$ cat src/rtl/mmul_pkg.sv
// Shared types and helpers for the mmul result interface (reader, multiplier and benches).
package mmul_pkg;

  typedef enum logic [1:0] {
    IDLE   = 2'd0,
    REQ    = 2'd1,
    STREAM = 2'd2
  } state_e;

  // Index width for a count of n items; never narrower than one bit.
  function automatic int idx_w(input int n);
    return (n <= 1) ? 1 : $clog2(n);
  endfunction

  // LSB position of element (i,j) in a row-major flat bus with l columns.
  function automatic int elem_lsb(input int i, input int j, input int l, input int width);
    return (i * l + j) * width;
  endfunction

endpackage

$ cat src/rtl/mmul_elem_sel.sv
// Combinational selector: picks element (row,col) out of a flat row-major matrix bus.
module mmul_elem_sel
  import mmul_pkg::*;
#(
  parameter int M     = 3,
  parameter int L     = 3,
  parameter int WIDTH = 8,
  localparam int RW   = idx_w(M),
  localparam int CW   = idx_w(L)
) (
  input  logic [M*L*WIDTH-1:0] flat,
  input  logic [RW-1:0]        row,
  input  logic [CW-1:0]        col,
  output logic [WIDTH-1:0]     elem
);

  // Constant-offset mux over all positions; out-of-range row/col yields zero.
  always_comb begin
    elem = '0;
    for (int i = 0; i < M; i++) begin
      for (int j = 0; j < L; j++) begin
        if (row == RW'(i) && col == CW'(j)) begin
          elem = flat[elem_lsb(i, j, L, WIDTH) +: WIDTH];
        end
      end
    end
  end

endmodule

$ cat src/rtl/mmul_result_reader.sv
// Result reader: enables the multiplier, waits for done, snapshots the flat result
// bus and streams it row-major over valid/ready. err is a registered one-cycle
// pulse in the first IDLE cycle after an invalid result or a timeout; the
// timeout fires after TIMEOUT REQ cycles without done_in (0 disables it).
module mmul_result_reader
  import mmul_pkg::*;
#(
  parameter int M       = 3,
  parameter int L       = 3,
  parameter int WIDTH   = 8,
  parameter int TIMEOUT = 1024,
  localparam int RW     = idx_w(M),
  localparam int CW     = idx_w(L)
) (
  input  logic                 clk,
  input  logic                 reset,
  input  logic                 start,
  input  logic [M*L*WIDTH-1:0] mat_in,
  input  logic                 done_in,
  input  logic                 invalid_in,
  output logic                 enable_out,
  output logic [WIDTH-1:0]     out_data,
  output logic [RW-1:0]        out_row,
  output logic [CW-1:0]        out_col,
  output logic                 out_valid,
  input  logic                 out_ready,
  output logic                 out_last,
  output logic                 busy,
  output logic                 err
);

  localparam int TW = (TIMEOUT > 0) ? $clog2(TIMEOUT + 1) : 1;

  state_e               state_q, state_d;
  logic [M*L*WIDTH-1:0] snap_q, snap_d;
  logic [RW-1:0]        row_q, row_d;
  logic [CW-1:0]        col_q, col_d;
  logic [TW-1:0]        tmo_q, tmo_d;
  logic                 err_q, err_d;
  logic                 tmo_hit;
  logic                 at_last;
  logic [WIDTH-1:0]     sel_elem;

  // tmo_q counts completed REQ cycles, so the TIMEOUT-th REQ cycle sees TIMEOUT-1.
  assign tmo_hit = (TIMEOUT != 0) && (int'(tmo_q) == TIMEOUT - 1);
  assign at_last = (row_q == RW'(M - 1)) && (col_q == CW'(L - 1));

  mmul_elem_sel #(
    .M     (M),
    .L     (L),
    .WIDTH (WIDTH)
  ) u_sel (
    .flat (snap_q),
    .row  (row_q),
    .col  (col_q),
    .elem (sel_elem)
  );

  // Next-state logic: request, capture/abort, then row-major streaming on handshakes.
  always_comb begin
    state_d = state_q;
    snap_d  = snap_q;
    row_d   = row_q;
    col_d   = col_q;
    tmo_d   = '0;
    err_d   = 1'b0;
    case (state_q)
      IDLE: begin
        if (start) state_d = REQ;
      end
      REQ: begin
        tmo_d = tmo_q + TW'(1);
        if (done_in) begin
          // done_in takes priority over a coincident timeout
          if (invalid_in) begin
            err_d   = 1'b1;
            state_d = IDLE;
          end else begin
            snap_d  = mat_in;
            row_d   = '0;
            col_d   = '0;
            state_d = STREAM;
          end
        end else if (tmo_hit) begin
          err_d   = 1'b1;
          state_d = IDLE;
        end
      end
      STREAM: begin
        if (out_ready) begin
          if (col_q == CW'(L - 1)) begin
            col_d = '0;
            if (row_q == RW'(M - 1)) begin
              row_d   = '0;
              state_d = IDLE;
            end else begin
              row_d = row_q + RW'(1);
            end
          end else begin
            col_d = col_q + CW'(1);
          end
        end
      end
      default: state_d = IDLE;
    endcase
  end

  // State, snapshot and counter registers with asynchronous clear.
  always_ff @(posedge clk or posedge reset) begin
    if (reset) begin
      state_q <= IDLE;
      snap_q  <= '0;
      row_q   <= '0;
      col_q   <= '0;
      tmo_q   <= '0;
      err_q   <= 1'b0;
    end else begin
      state_q <= state_d;
      snap_q  <= snap_d;
      row_q   <= row_d;
      col_q   <= col_d;
      tmo_q   <= tmo_d;
      err_q   <= err_d;
    end
  end

  assign enable_out = (state_q == REQ);
  assign out_valid  = (state_q == STREAM);
  assign busy       = (state_q != IDLE);
  assign err        = err_q;
  assign out_row    = row_q;
  assign out_col    = col_q;
  assign out_last   = out_valid && at_last;
  assign out_data   = out_valid ? sel_elem : '0;

endmodule

$ cat config.mk
export PLATFORM = sky130hd
export DESIGN_NAME = mmul_result_reader
export DESIGN_NICKNAME = d
export VERILOG_FILES = /design/src/rtl/mmul_pkg.sv /design/src/rtl/mmul_elem_sel.sv /design/src/rtl/mmul_result_reader.sv
export SDC_FILE = /design/constraint.sdc
export NUM_CORES = 1
export LEC_CHECK = 0
export ABC_CLOCK_PERIOD_IN_PS = 7840
export BUFFER_PORTS_ARGS = -buffer_cell sky130_fd_sc_hd__buf_2
export CAP_MARGIN = 0
export CORE_MARGIN = 1
export CORE_UTILIZATION = 55
export CTS_CLUSTER_DIAMETER = 120
export DETAILED_ROUTE_END_ITERATION = 7
export HOLD_SLACK_MARGIN = 0.08
export PLACE_DENSITY = 0.9
export SLEW_MARGIN = 20
export SYNTH_ARGS = -nofsm -noshare
export SYNTH_HDL_FRONTEND = slang
export SYNTH_SLANG_ARGS = --single-unit
$ cat constraint.sdc
create_clock -name clk -period 7.84 [get_ports clk]
set_input_delay 0.784 -clock clk [delete_from_list [all_inputs] [get_ports clk]]
set_output_delay 0.784 -clock clk [all_outputs]
set_load 0.05 [all_outputs]
==> impl_metrics.xml <==
<?xml version="1.0" encoding="UTF-8"?>
<metrics>
  <group name="setup_path">
    <metric name="regToRegSetupSlack" unit="ps">5900</metric>
    <metric name="critPathCaptureType" unit="">output pin</metric>
    <metric name="crit_path_cell_trace" unit="">or3b_1, or2_0, o221ai_2, buf_2</metric>
    <metric name="worst_r2r_path_depth" unit="">5</metric>
    <metric name="worst_path_max_delay_cell" unit="">sky130_fd_sc_hd__dfrtp_1</metric>
    <metric name="path_delay_family" unit="">simple AND/OR/NAND/NOR gates</metric>
    <metric name="cp.arrival" unit="ps">2820</metric>
    <metric name="critical_path_peak_fanout" unit="">35</metric>
    <metric name="critical_path_required" unit="ps">7060</metric>
    <metric name="reg_to_reg_critical_path_endpoint" unit="">out_row[1]$_DFFE_PP0P_</metric>
    <metric name="worstSetupPathType" unit="">flop to output pin</metric>
    <metric name="critical_path_source_type" unit="">flop</metric>
    <metric name="crit_path_max_incr_delay" unit="ps">690</metric>
    <metric name="critPathBufInv" unit="">1</metric>
    <metric name="r2r_start" unit="">state_q[1]$_DFFE_PP0P_</metric>
  </group>
  <group name="synthesis">
    <metric name="synth_enable_flop_cells" unit="">0</metric>
    <metric name="synth_flop_cell" unit="">sky130_fd_sc_hd__dfrtp_1</metric>
    <metric name="mappedNetlistArea" unit="sq um">4430</metric>
    <metric name="synth_top_area_cell" unit="">sky130_fd_sc_hd__dfrtp_1</metric>
    <metric name="number_of_synthesized_register_bits" unit="">90</metric>
    <metric name="synth.top_cell.area_share" unit="%">50.8</metric>
    <metric name="async_flop_share" unit="%">100</metric>
    <metric name="syn_inst" unit="">356</metric>
    <metric name="syn_nets" unit="">435</metric>
    <metric name="synth_seq_area_share" unit="%">50.8</metric>
    <metric name="yosys_cell_types" unit="">46</metric>
    <metric name="postSynthAreaPerCell" unit="sq um">12.5</metric>
    <metric name="ys_warn_count" unit="">0</metric>
    <metric name="yosys-top-cells-area" unit="">sky130_fd_sc_hd__dfrtp_1, sky130_fd_sc_hd__mux2_1, sky130_fd_sc_hd__o221ai_2</metric>
  </group>
  <group name="layout">
    <metric name="fin_util" unit="%">67.1</metric>
    <metric name="syn_to_final_growth" unit="%">17.6</metric>
    <metric name="fill_cell_instance_count_of_the_final_layout" unit="">615</metric>
    <metric name="multiInputGateArea" unit="sq um">2040</metric>
    <metric name="mostFrequentLayoutCells" unit="">sky130_fd_sc_hd__buf_2, sky130_fd_sc_hd__dfrtp_1, sky130_fd_sc_hd__mux2_1</metric>
    <metric name="final_net_count" unit="">519</metric>
    <metric name="finalNonFillerCells" unit="">546</metric>
    <metric name="regArea" unit="sq um">2250</metric>
    <metric name="final_cell_area" unit="sq um">5210</metric>
    <metric name="layout_commonest_cell" unit="">sky130_fd_sc_hd__buf_2</metric>
    <metric name="share_of_post_route_cells_with_drive_strength_above_1" unit="%">32.0</metric>
    <metric name="antenna_diode_instance_count" unit="">0</metric>
  </group>
  <group name="min_path">
    <metric name="cell_depth_of_the_worst_min_delay_path" unit="">1</metric>
    <metric name="min_from" unit="">tmo_q[0]$_DFF_PP0_</metric>
    <metric name="min_to" unit="">tmo_q[0]$_DFF_PP0_</metric>
    <metric name="timing.hold.worst.class" unit="">flop to flop</metric>
  </group>
  <group name="sta">
    <metric name="slew_headroom" unit="%">43.9</metric>
    <metric name="post-route-min-period" unit="ps">3610</metric>
    <metric name="skew" unit="ps">9.71</metric>
    <metric name="setup_total_negative_slack" unit="ps">0</metric>
    <metric name="postLayoutSetupSlackWorst" unit="ps">4230</metric>
    <metric name="final-hold-violation-count" unit="">0</metric>
    <metric name="clock.fmax" unit="GHz">0.277</metric>
    <metric name="timing.final.setup_violations" unit="">0</metric>
    <metric name="worst_slew_pin_slew" unit="ps">841</metric>
    <metric name="setup_repair_after_global_routing_missed_its_margin" unit="">no</metric>
    <metric name="min_period_over_period" unit="%">46.0</metric>
    <metric name="report.final.slew_viol_count" unit="">0</metric>
  </group>
  <group name="placement">
    <metric name="dp_area" unit="sq um">4930</metric>
    <metric name="gp_routability_congestion" unit="">0.879</metric>
    <metric name="dp_cells" unit="">530</metric>
    <metric name="pre_cts_slack" unit="ps">4650</metric>
    <metric name="place.port_buffers" unit="">94</metric>
    <metric name="dp_hpwl" unit="mm">7.04</metric>
  </group>
  <group name="drt">
    <metric name="drt_wl_total" unit="mm">9.97</metric>
    <metric name="vias_per_cell" unit="">5.89</metric>
    <metric name="firstDrtPassIters" unit="">4</metric>
    <metric name="post_drt_wl_per_cell" unit="microns">18.3</metric>
    <metric name="num_vias" unit="">3215</metric>
    <metric name="antenna_viol_nets_final" unit="">0</metric>
    <metric name="drt_iter0_drc" unit="">207</metric>
    <metric name="post-route-drc-count" unit="">0</metric>
  </group>
  <group name="cts">
    <metric name="clk_root_buffer_cell" unit="">sky130_fd_sc_hd__clkbuf_8</metric>
    <metric name="clk_pin_slew" unit="ps">80</metric>
    <metric name="cts-hold-fix-buffers" unit="">0</metric>
    <metric name="cts_max_path_buffers" unit="">2</metric>
    <metric name="cts.htree.levels" unit="">3</metric>
    <metric name="post_cts_resized" unit="">0</metric>
    <metric name="inserted_clock_buffers" unit="">9</metric>
    <metric name="clock_tree_from_tritoncts" unit="">yes</metric>
    <metric name="total_setup_buffers_inserted_after_cts" unit="">0</metric>
    <metric name="cts.sink_count" unit="">90</metric>
    <metric name="clock_latency" unit="ps">360</metric>
  </group>
  <group name="floorplan">
    <metric name="floorplan.initialDensity" unit="%">57.1</metric>
    <metric name="die_width" unit="microns">91.8</metric>
    <metric name="num_io_pins" unit="">95</metric>
    <metric name="coreArea" unit="sq um">7770</metric>
    <metric name="die_ar" unit="sq um">8430</metric>
    <metric name="die_height" unit="microns">91.8</metric>
    <metric name="std_cell_rows" unit="">32</metric>
  </group>
  <group name="global_route">
    <metric name="grt_start_max_net_pins" unit="">91</metric>
    <metric name="number_of_antenna_violations_at_the_first_check_in_global_routing" unit="">1</metric>
    <metric name="first_pass_grt_wire_length" unit="mm">16.2</metric>
    <metric name="grt_pass1_vias" unit="">3233</metric>
    <metric name="gr-total-overflow" unit="">0</metric>
    <metric name="gr-usage-all-layers" unit="%">25.6</metric>
  </group>
  <group name="power">
    <metric name="power.leakage" unit="nW">2.32</metric>
    <metric name="vdd.ir_drop.worst" unit="uV">197</metric>
    <metric name="power.density" unit="nW/um^2">372</metric>
  </group>
  <group name="status">
    <metric name="status" unit="">complete, no violations</metric>
  </group>
  <group name="job">
    <metric name="max_cap_violations" unit="">0</metric>
  </group>
</metrics>
[layout make-up]
class                           count  share of cell area (%)
Clock buffer                        9                    2.38
Timing Repair Buffer               97                    9.91
Multi-Input combinational cell    236                    39.1
Clock inverter                      6                    2.50
Tap cell                          102                    2.45
Sequential cell                    90                    43.2
Inverter                            6                   0.456
[cell usage after synthesis (all sizes together), types with 2 or more instances]
master and instances:
o22a 8, o21ai 11, nor2 14, nand4 2, nand3 5, or3 9
inv 6, nor3 2, a2bb2oi 7, buf 15, clkbuf 9, and3 3
o21a 8, a21oi 3, o2bb2ai 2, a22o 3, nor3b 8, nand2 12
dfrtp 90, or2 3, mux2i 8, a32oi 8, o221ai 16, xor2 5
nand2b 14, xnor2 3, mux2 72
[routing by layer]
| metal | up-vias | wire (microns) | global-route usage (%) |
|---|---|---|---|
| met5 | - | 13 | 0 |
| met4 | 2 | 209 | 10.4 |
| met3 | 14 | 685 | 6.05 |
| met2 | 119 | 4800 | 40.5 |
| met1 | 1593 | 4260 | 34.1 |
| li1 | 1487 | - | - |
[worst reg2reg max path, cell delays in order (launching register included)]
cell	delay (ps)
sky130_fd_sc_hd__dfrtp_1	460
sky130_fd_sc_hd__and4bb_4	610
sky130_fd_sc_hd__buf_16	310
sky130_fd_sc_hd__nand2b_1	190
sky130_fd_sc_hd__nand2_1	80
sky130_fd_sc_hd__a22o_1	190
[where the power goes]
group / total [mW] / switching, mW / internal [mW]
logic: 0.711 / 0.395 / 0.316
clock network: 0.402 / 0.161 / 0.241
registers: 0.824 / 0.157 / 0.667
[metrics by stage]
| step | total power [mW] | hold slack (ps) |
|---|---|---|
| 5_1_grt | 2.04 | 469 |
| 2_1_floorplan | 1.33 | 425 |
| 3_3_place_gp | 1.49 | 439 |
| 4_1_cts | 1.93 | 457 |
| 6_report | 1.94 | 455 |
| 3_5_place_dp | 1.53 | 446 |
[sequential cells by signal, indices dropped and copies added (netlist names)]
| register | cells |
|---|---|
| out_row | 2 |
| snap_q | 72 |
| tmo_q | 11 |
| out_col | 2 |
| err | 1 |
| state_q | 2 |
[worst max path at each step]
stage / to / startpoint / slack [ps] / cells past startpoint
6_report: out_data[3] / out_col[1]$_DFFE_PP0P_ / 4230 / 4
5_1_grt: out_data[3] / out_col[1]$_DFFE_PP0P_ / 4070 / 4
4_1_cts: out_data[3] / out_col[1]$_DFFE_PP0P_ / 4220 / 4
3_5_place_dp: out_data[3] / out_col[1]$_DFFE_PP0P_ / 4650 / 4
3_3_place_gp: out_data[1] / out_col[1]$_DFFE_PP0P_ / 4760 / 4
2_1_floorplan: err$_DFF_PP0_ / reset / 4720 / 1
[cells by family (layout without fill, tap and decap cells)]
kind of cell,after synthesis,after routing,synth area share [%]
simple gates,79,79,10.6
compound gates,68,68,13.3
flops,90,90,50.8
buf+inv,30,118,3.33
mux,80,80,20.1
xor+xnor,8,8,1.58
fa+ha+maj,1,1,0.282
Note: power is estimated with default switching activity, not from simulation.
